## src/rtl/gf180mcu_dlyc_tap_calibrator.sv

```systemverilog
// Purpose: launches an edge into a dlyc delay chain, captures the taps one CLK later and averages the crossed-tap count.
// Latency: START-accept edge to DONE cycle is 2^LOG_AVG*(4+SETTLE_CYC)+1 cycles (33 with defaults).
// Backpressure: none; START is only accepted in IDLE and is dropped (not queued) while a run is in progress.
module gf180mcu_dlyc_tap_calibrator #(
  parameter int N_TAPS     = 32,
  parameter int LOG_AVG    = 2,
  parameter int SETTLE_CYC = 4,
  localparam int CW        = $clog2(N_TAPS + 1)
) (
  input  logic              CLK,
  input  logic              RN,
  input  logic              START,
  output logic              LAUNCH,
  input  logic [N_TAPS-1:0] TAP,
  output logic              BUSY,
  output logic              DONE,
  output logic [CW-1:0]     CODE,
  output logic              SAT
);

  localparam int AW = CW + LOG_AVG;                 // accumulator width, sized so 2^LOG_AVG full counts fit
  localparam int MW = LOG_AVG + 1;                  // measurement counter must reach 2^LOG_AVG
  localparam int SW = $clog2(SETTLE_CYC + 1);
  localparam logic [MW-1:0] N_MEAS      = MW'(1 << LOG_AVG);
  localparam logic [SW-1:0] SETTLE_LAST = SW'(SETTLE_CYC - 1);

  typedef enum logic [2:0] {
    S_IDLE, S_FIRE, S_CAP, S_SYNC, S_EVAL, S_SETTLE, S_DONE
  } state_t;

  state_t              state_q, state_d;
  logic                launch_q, launch_d;
  logic                busy_q, busy_d;
  logic                done_q, done_d;
  logic [CW-1:0]       code_q, code_d;
  logic                sat_q, sat_d;
  logic                run_sat_q, run_sat_d;
  logic [AW-1:0]       acc_q, acc_d;
  logic [MW-1:0]       meas_q, meas_d;
  logic [SW-1:0]       settle_q, settle_d;
  logic [N_TAPS-1:0]   cap1_q, cap1_d;
  logic [N_TAPS-1:0]   cap2_q, cap2_d;
  logic [CW-1:0]       cnt;
  logic                run_on;

  // Leading-match count: taps agreeing with LAUNCH from tap 0 up to the first disagreement; later bubbles ignored.
  always_comb begin
    cnt    = '0;
    run_on = 1'b1;
    for (int k = 0; k < N_TAPS; k++) begin
      if (run_on && (cap2_q[k] == launch_q)) cnt = CW'(k + 1);
      else                                   run_on = 1'b0;
    end
  end

  // Next-state and datapath for the launch/capture/average sequence.
  always_comb begin
    state_d   = state_q;
    launch_d  = launch_q;
    busy_d    = busy_q;
    done_d    = 1'b0;
    code_d    = code_q;
    sat_d     = sat_q;
    run_sat_d = run_sat_q;
    acc_d     = acc_q;
    meas_d    = meas_q;
    settle_d  = settle_q;
    cap1_d    = cap1_q;
    cap2_d    = cap2_q;
    case (state_q)
      S_IDLE: begin
        if (START) begin
          state_d   = S_FIRE;
          acc_d     = '0;
          meas_d    = '0;
          run_sat_d = 1'b0;
          busy_d    = 1'b1;
        end
      end
      S_FIRE: begin
        // Polarity alternates per measurement, so rising and falling edges are averaged together.
        launch_d = ~launch_q;
        state_d  = S_CAP;
      end
      S_CAP: begin
        // Exactly one CLK period after the launch edge.
        cap1_d  = TAP;
        state_d = S_SYNC;
      end
      S_SYNC: begin
        cap2_d  = cap1_q;
        state_d = S_EVAL;
      end
      S_EVAL: begin
        acc_d    = acc_q + AW'(cnt);
        meas_d   = meas_q + 1'b1;
        if (cnt == CW'(N_TAPS)) run_sat_d = 1'b1;
        settle_d = SETTLE_LAST;
        state_d  = S_SETTLE;
      end
      S_SETTLE: begin
        if (settle_q == '0) begin
          if (meas_q < N_MEAS) begin
            state_d = S_FIRE;
          end else begin
            state_d = S_DONE;
            done_d  = 1'b1;
            busy_d  = 1'b0;
            code_d  = acc_q[AW-1:LOG_AVG];
            sat_d   = run_sat_q;
          end
        end else begin
          settle_d = settle_q - 1'b1;
        end
      end
      S_DONE: begin
        state_d = S_IDLE;
      end
      default: begin
        state_d = S_IDLE;
      end
    endcase
  end

  // State registers; reset drops LAUNCH so the chain returns to 0 and discards any partial result.
  always_ff @(posedge CLK or negedge RN) begin
    if (!RN) begin
      state_q   <= S_IDLE;
      launch_q  <= 1'b0;
      busy_q    <= 1'b0;
      done_q    <= 1'b0;
      code_q    <= '0;
      sat_q     <= 1'b0;
      run_sat_q <= 1'b0;
      acc_q     <= '0;
      meas_q    <= '0;
      settle_q  <= '0;
      cap1_q    <= '0;
      cap2_q    <= '0;
    end else begin
      state_q   <= state_d;
      launch_q  <= launch_d;
      busy_q    <= busy_d;
      done_q    <= done_d;
      code_q    <= code_d;
      sat_q     <= sat_d;
      run_sat_q <= run_sat_d;
      acc_q     <= acc_d;
      meas_q    <= meas_d;
      settle_q  <= settle_d;
      cap1_q    <= cap1_d;
      cap2_q    <= cap2_d;
    end
  end

  assign LAUNCH = launch_q;
  assign BUSY   = busy_q;
  assign DONE   = done_q;
  assign CODE   = code_q;
  assign SAT    = sat_q;

endmodule

```

## config.mk

```make
export PLATFORM = sky130hd
export DESIGN_NAME = gf180mcu_dlyc_tap_calibrator
export DESIGN_NICKNAME = d
export VERILOG_FILES = /design/src/rtl/gf180mcu_dlyc_tap_calibrator.sv
export SDC_FILE = /design/constraint.sdc
export NUM_CORES = 1
export LEC_CHECK = 0
export BUFFER_PORTS_ARGS = -buffer_cell sky130_fd_sc_hd__buf_2
export CORE_MARGIN = 2
export CORE_UTILIZATION = 53
export CTS_CLUSTER_DIAMETER = 60
export DETAILED_ROUTE_END_ITERATION = 12
export PLACE_DENSITY = 0.78
export SLEW_MARGIN = 30
export SYNTH_ARGS = -nofsm -noshare
export SYNTH_HDL_FRONTEND = slang
export SYNTH_SLANG_ARGS = --single-unit
```

## constraint.sdc

```tcl
create_clock -name CLK -period 3.4 [get_ports CLK]
set_clock_uncertainty 0.1 [all_clocks]
set_input_delay 0.68 -clock CLK [delete_from_list [all_inputs] [get_ports CLK]]
set_output_delay 0.68 -clock CLK [all_outputs]
set_load 0.005 [all_outputs]
```

# Word level (Yosys, flattened, before mapping)
# Cells that the tools add are included.
# classes
bitwise_logic	2
add_sub_neg	3
n_reduce_logical	42
mux	83
order_cmp	1
n_eq_ne	43
# ops
operator	count
$mux W6	30
$mux W1	40
$eq A1 B1 Y1	32
$logic_and A1 B1 Y1	31
$pmux W3 S6	1
$pmux W8 S2	1
$mux W3	5
$pmux W3 S2	2
$ne A2 B2 Y1 const B	5
$add A8 B6 Y8	1
$mux W8	1
$eq A3 B2 Y1 const B	2
$eq A3 B3 Y1 const B	2
$eq A6 B6 Y1 const B	1
$logic_not A3 Y1	2
$reduce_and A2 Y1	3
$reduce_and A3 Y1	2
$reduce_bool A2 Y1	3
$pmux W1 S2	2
$reduce_and A4 Y1	1
$add A3 B1 Y3 const B	1
$eq A3 B1 Y1 const B	1
$lt A3 B3 Y1 const B	1
$sub A3 B1 Y3 const B	1
2 further kinds	3
# word_totals
inputBits	35
ff_bits	92

# Logic depth before layout (Yosys ltp)
# logic_depth
word_depth	67
ltp_mapped	18
mapped_depth_nobuf	16

# Worst setup path before layout
# OpenSTA, ideal clock, no wires.
# synth_path
kind	reg2reg
start	register launch_q (netlist: LAUNCH)
end	register acc_q[7]
required_time_ns	3.221
t_arrival_ns	3.309
setup_time_ns	0.079
period_less_slack_ns	3.488
path_buffers	1
slack_ns	-0.088
stages_incl_launch_ff	17
path_cell_list	dfrtp_1 > buf_6 > or4_4 > mux2_4 > a21oi_4 > nand2_2 > a211oi_2 > nor3_1 > o22ai_1 > ha_1 > a21o_1 > a21oi_1 > o21bai_1 > a21oi_1 > nor2b_1 > o211ai_1 > mux2i_1
# synth_between
elab_chain_len	66
elab_cells_between_ends	128
classes_between	add/sub: 1; eq/ne: 32; mux: 64; reduce/logical: 31
# synth_lines
item	line_no	rtl
start, declared	32	logic launch_q, launch_d;
start signal, assigned	142	launch_q <= launch_d;
$eq A1 B1 Y1	51	if (run_on && (cap2_q[k] == launch_q)) cnt = CW'(k + 1);
$mux W1	51	
$logic_and A1 B1 Y1	51	
$mux W1	51	
$logic_and A1 B1 Y1	51	
$mux W1	51	
$logic_and A1 B1 Y1	51	
$mux W1	51	
[50 not listed]	--	
$logic_and A1 B1 Y1	51	
$mux W1	51	
$logic_and A1 B1 Y1	51	
$mux W1	51	
$logic_and A1 B1 Y1	51	
$mux W6 (*)	51	
$add A8 B6 Y8 (*)	95	acc_d = acc_q + AW'(cnt);
$pmux W8 S2 (*)	70	case (state_q)
end signal, assigned	135	acc_q <= '0;
end signal, assigned	148	acc_q <= acc_d;
end, declared	38	logic [AW-1:0] acc_q, acc_d;
# Every way passes the cells marked *; elsewhere a longest branch is shown, timed or not.
# A chain may end at the register's enable or synchronous reset.

# Final worst setup path
# Ends and elaborated chain as after synthesis.

==> tab_implementation.tex <==
\begin{tabular}{lr}
\hline
Metric & Value \\
\hline
\multicolumn{2}{l}{\textbf{Status}} \\
\quad Run status & finished with violations \\
\quad Failing checks & setup timing \\
\multicolumn{2}{l}{\textbf{Clock tree}} \\
\quad Insertion delay of the later-clocked pin in the worst-skew pair & 0.37 ns \\
\quad Clock buffers created by TritonCTS & 9 \\
\quad Library cell used as clock root buffer & sky130\_fd\_sc\_hd\_\_clkbuf\_8 \\
\quad TritonCTS Sinks & 92 \\
\quad Clock tree from TritonCTS & yes \\
\quad Clock H-tree levels & 3 \\
\quad Number of hold-repair buffers added at the cts stage & 0 \\
\quad Max Root-Sink Buffers & 2 \\
\quad Clock transition at the registers of the reported paths & 0.09 ns \\
\multicolumn{2}{l}{\textbf{Placed design}} \\
\quad Post-Place Cells & 577 \\
\quad Final HPWL from detailed placement & 6360 um \\
\quad Count of buffers inserted at the top-level ports & 44 \\
\quad Last weighted congestion value of the routability-driven placer & 0.826 \\
\multicolumn{2}{l}{\textbf{Yosys}} \\
\quad Top post-synthesis cells by area & sky130\_fd\_sc\_hd\_\_dfrtp\_1 (50\%), sky130\_fd\_sc\_hd\_\_mux2\_2 (18\%), sky130\_fd\_sc\_hd\_\_o21ai\_0 (2.8\%) \\
\quad Main combinational cell family by area after synthesis & multiplexers \\
\quad Mapped cell area & 0.00462 mm\^{}2 \\
\quad Yosys top cell by area & sky130\_fd\_sc\_hd\_\_dfrtp\_1 \\
\quad Per-instance average area after synthesis & 11.3 um\^{}2 \\
\quad Area fraction in and, or, nand and nor cells after synthesis & 12.1\% \\
\quad Flip-flop and latch count after synthesis & 92 \\
\quad Top-count cell post-synth & sky130\_fd\_sc\_hd\_\_dfrtp\_1 \\
\quad Count of warnings emitted by yosys & 0 \\
\quad Count of flip-flops with a built-in enable after synthesis & 0 \\
\quad Mux share of post-synthesis cell area & 18.3\% \\
\quad Count of distinct cell types in the synthesized netlist & 59 \\
\quad Leading register cell type out of synthesis & sky130\_fd\_sc\_hd\_\_dfrtp\_1 \\
\quad Share of the synthesized area in the top cell type & 49.8\% \\
\quad Synthesized netlist net count & 454 \\
\quad Compound-cell area share of the yosys netlist & 12.6\% \\
\quad Gate Count Post-Synth & 409 \\
\quad Sequential fraction of the synthesis area & 49.8\% \\
\quad Adder-Cell Fraction of Synth Area & 2.87\% \\
\quad Most used standard cells in the synthesized netlist & sky130\_fd\_sc\_hd\_\_dfrtp\_1 (92), sky130\_fd\_sc\_hd\_\_mux2\_2 (72), sky130\_fd\_sc\_hd\_\_nand2\_1 (33) \\
\quad Async set or reset register ratio after synthesis & 100\% \\
\quad XOR/XNOR Fraction of Synth Area & 1.52\% \\
\multicolumn{2}{l}{\textbf{Run}} \\
\quad Total of max-cap violations & 0 \\
\multicolumn{2}{l}{\textbf{Power and ir drop}} \\
\quad VDD IR-drop max & 0.000453 V \\
\quad Share of total power in sequential cells & 39.9\% \\
\quad Switching power of the nets & 1.76 mW \\
\quad Total internal power & 3.23 mW \\
\quad Clk network pwr share & 19.0\% \\
\quad Net Sw Frac & 35.4\% \\
\quad Leak pwr & 2.51 nW \\
\quad Relative contribution of combinational cells to total power & 41.2\% \\
\quad Power per cell area & 890 mW/mm\^{}2 \\
\multicolumn{2}{l}{\textbf{STA}} \\
\quad Worst slew pin tran & 0.900 ns \\
\quad Final hold slack & 0.268 ns \\
\quad Final count of pins violating max slew & 0 \\
\quad Fin. Hold Viols & 0 \\
\quad Setup slack after layout & -0.139 ns \\
\quad Unrepaired setup endpoints after global routing & true \\
\quad Rel. slew slack & 39.8\% \\
\quad Number of setup violations in the final report & 3 \\
\quad Min Clock Period, post-route & 3.54 ns \\
\quad Max frequency & 283 MHz \\
\quad Final worst path period share & 104\% \\
\multicolumn{2}{l}{\textbf{Detailed routing}} \\
\quad Count of nets left with antenna violations after detail routing & 0 \\
\quad Detailed-route DRC error count & 0 \\
\quad Routed wire length & 9250 um \\
\quad Initial DRC Count & 141 \\
\quad Detailed Routing Iterations Pass 1 & 4 \\
\quad Detailed-route via count & 3396 \\
\quad Vias per Instance & 5.66 \\
\quad Average detailed-routed wire length per instance & 15.4 um \\
\multicolumn{2}{l}{\textbf{Floorplan}} \\
\quad Initial core utilization & 53.8\% \\
\quad X dimension of the die & 97.4 um \\
\quad Area of the die & 0.00948 mm\^{}2 \\
\quad Y dimension of the die & 97.4 um \\
\quad Number of rows created at floorplan & 34 \\
\quad Core outline area & 0.00859 mm\^{}2 \\
\quad I/O pin total & 45 \\
\multicolumn{2}{l}{\textbf{Finish}} \\
\quad Fin nets & 532 \\
\quad Signed area change from the synthesized netlist to the final layout & 21.4\% \\
\quad Proportion of layout cells with a drive suffix above 1 & 42.3\% \\
\quad Cell Count, Final, Fillers Out & 600 \\
\quad Antenna Cells & 0 \\
\multicolumn{2}{l}{\textbf{Critical path}} \\
\quad Crit path launch & LAUNCH\$\_DFFE\_PN0N\_ \\
\quad Cells along the critical path & buf\_6 > or4\_4 > mux2\_4 > a21oi\_4 > nand2\_2 > a211oi\_2 > nor3\_2 > o22ai\_2 > ha\_1 > a21o\_1 > a21oi\_2 > o21bai\_1 > a21oi\_2 > nor2b\_1 > o211ai\_1 > mux2i\_1 \\
\quad End of the worst register-to-register path & acc\_q[7]\$\_DFFE\_PN0P\_ \\
\quad Most numerous cell on the critical path & sky130\_fd\_sc\_hd\_\_a21oi\_2 \\
\quad Critical path buffers and inverters & 1 \\
\quad Worst-path fanout max & 5 \\
\quad Worst path max stage delay & 0.43 ns \\
\quad Worst Reg2Reg Path Length in Cells & 16 \\
\quad Worst path top cell family by delay & compound AO/OA/AOI/OAI gates \\
\quad Reg2Reg Setup Slack & -0.14 ns \\
\quad Arr. time, crit path & 3.72 ns \\
\quad End point of the critical path & acc\_q[7]\$\_DFFE\_PN0P\_ \\
\quad Number of gates on the worst path with buffers counted & 16 \\
\quad WP data required & 3.58 ns \\
\quad Critical setup path kind & flop to flop \\
\quad Crit path max-delay cell type & sky130\_fd\_sc\_hd\_\_dfrtp\_1 \\
\quad Startpoint type of the worst setup path & flop \\
\quad Reg-to-Reg Start & LAUNCH\$\_DFFE\_PN0N\_ \\
\quad Endpoint class of the critical path & flop \\
\multicolumn{2}{l}{\textbf{GRT}} \\
\quad Leftover overflow at the end of global routing & 0 \\
\quad Global-route total usage across every layer & 19.9\% \\
\quad First-pass GRT wire length & 15400 um \\
\quad Antenna violations before repair & 0 \\
\quad Vias in the first global route & 3325 \\
\quad Maximum number of pins on one net before global-route repair & 93 \\
\multicolumn{2}{l}{\textbf{Worst hold path}} \\
\quad Worst min path class & input port to async pin \\
\hline
\end{tabular}
[sequential cells by signal (all words and copies together) (netlist names)]
register,cells
run_sat_q,1
acc_q,8
SAT,1
meas_q,3
LAUNCH,1
BUSY,1
DONE,1
state_q,3
cap2_q,32
cap1_q,32
CODE,6
settle_q,3
[routing by layer]
metal | up-vias | GRT usage (%) | wire [um]
li1 | 1640 | - | -
met1 | 1673 | 25.6 | 4080
met2 | 65 | 33.4 | 4610
met3 | 18 | 3.53 | 318
met4 | 0 | 8.23 | 236
met5 | - | 0 | 0
[power by group through the flow]
stage / Clock [mW] / Sequential [mW] / Combinational [mW]
after floorplan: 0 / 1.85 / 1.44
after global placement: 0 / 1.96 / 1.82
after detailed placement: 0 / 2.00 / 1.91
after CTS: 0.956 / 1.98 / 2.00
after global routing: 0.994 / 2.07 / 2.27
final: 0.947 / 1.99 / 2.05
[cell type report]
class | count | area (um^2)
Multi-Input combinational cell | 287 | 2320
Sequential cell | 92 | 2300
Fill cell | 667 | 2990
Inverter | 13 | 48.8
Timing Repair Buffer | 84 | 538
Clock inverter | 7 | 139
Tap cell | 108 | 135
Clock buffer | 9 | 124
[kinds of logic after synthesis]
group	after synthesis
AOI/OAI and AO/OA	87
xor gates and xnor gates	8
adders and majority gates	10
buffers and inverters	30
DFF	92
muxes	75
and+or+nand+nor	107
[worst min path at each step]
| stage | start | end | depth (start not counted) |
|---|---|---|---|
| finish | RN | settle_q[0]$_DFFE_PN0P_ | 1 |
| global route | RN | settle_q[2]$_DFFE_PN0P_ | 1 |
| CTS | RN | settle_q[0]$_DFFE_PN0P_ | 1 |
| detailed placement | acc_q[7]$_DFFE_PN0P_ | acc_q[7]$_DFFE_PN0P_ | 1 |
| global placement | acc_q[7]$_DFFE_PN0P_ | acc_q[7]$_DFFE_PN0P_ | 1 |
| floorplan | RN | BUSY$_DFFE_PN0P_ | 0 |
[cell usage in the layout (no fill, tap or decap), types with 4 or more instances in the layout]
cell | netlist | final
sky130_fd_sc_hd__nor3_1 | 7 | 6
sky130_fd_sc_hd__inv_1 | 13 | 13
sky130_fd_sc_hd__a22o_1 | 4 | 4
sky130_fd_sc_hd__nor2b_1 | 6 | 6
sky130_fd_sc_hd__dfrtp_1 | 92 | 92
sky130_fd_sc_hd__ha_1 | 9 | 7
sky130_fd_sc_hd__a21oi_2 | 0 | 6
sky130_fd_sc_hd__a21oi_1 | 19 | 12
sky130_fd_sc_hd__nor2_1 | 20 | 20
sky130_fd_sc_hd__o21ai_1 | 2 | 5
sky130_fd_sc_hd__bufinv_16 | 0 | 4
sky130_fd_sc_hd__o21ai_0 | 26 | 22
sky130_fd_sc_hd__xnor2_1 | 6 | 6
sky130_fd_sc_hd__buf_2 | 5 | 43
sky130_fd_sc_hd__nand2_1 | 33 | 33
sky130_fd_sc_hd__buf_4 | 0 | 37
sky130_fd_sc_hd__clkbuf_8 | 0 | 9
sky130_fd_sc_hd__a31oi_1 | 5 | 4
sky130_fd_sc_hd__buf_6 | 1 | 4
sky130_fd_sc_hd__nand2b_1 | 7 | 7
sky130_fd_sc_hd__nand4_1 | 4 | 4
sky130_fd_sc_hd__mux2_2 | 72 | 72
[what timing repair did]
action / 4_1_cts / 5_1_grt
pin swaps: 13 / 18
gates resized for setup: 16 / 14
setup buffers: 4 / 3
endpoints found under the setup margin: 3 / 4
[per-stage QoR]
stage                     power [mW]  setup slack [ns]  cell area [um^2]  TNS [ns]  utilization, %
final                           4.99            -0.139              5610    -0.284            65.2
after global routing            5.33            -0.248              5610    -0.685            65.2
after CTS                       4.93           -0.0434              5530   -0.0434            64.3
after detailed placement        3.91            -0.202              5160    -0.327            60.0
after global placement          3.78           -0.0290              5160   -0.0290            60.0
after floorplan                 3.29           -0.0488              4620   -0.0788               -
No activity file was read; power rests on OpenSTA's default activity.
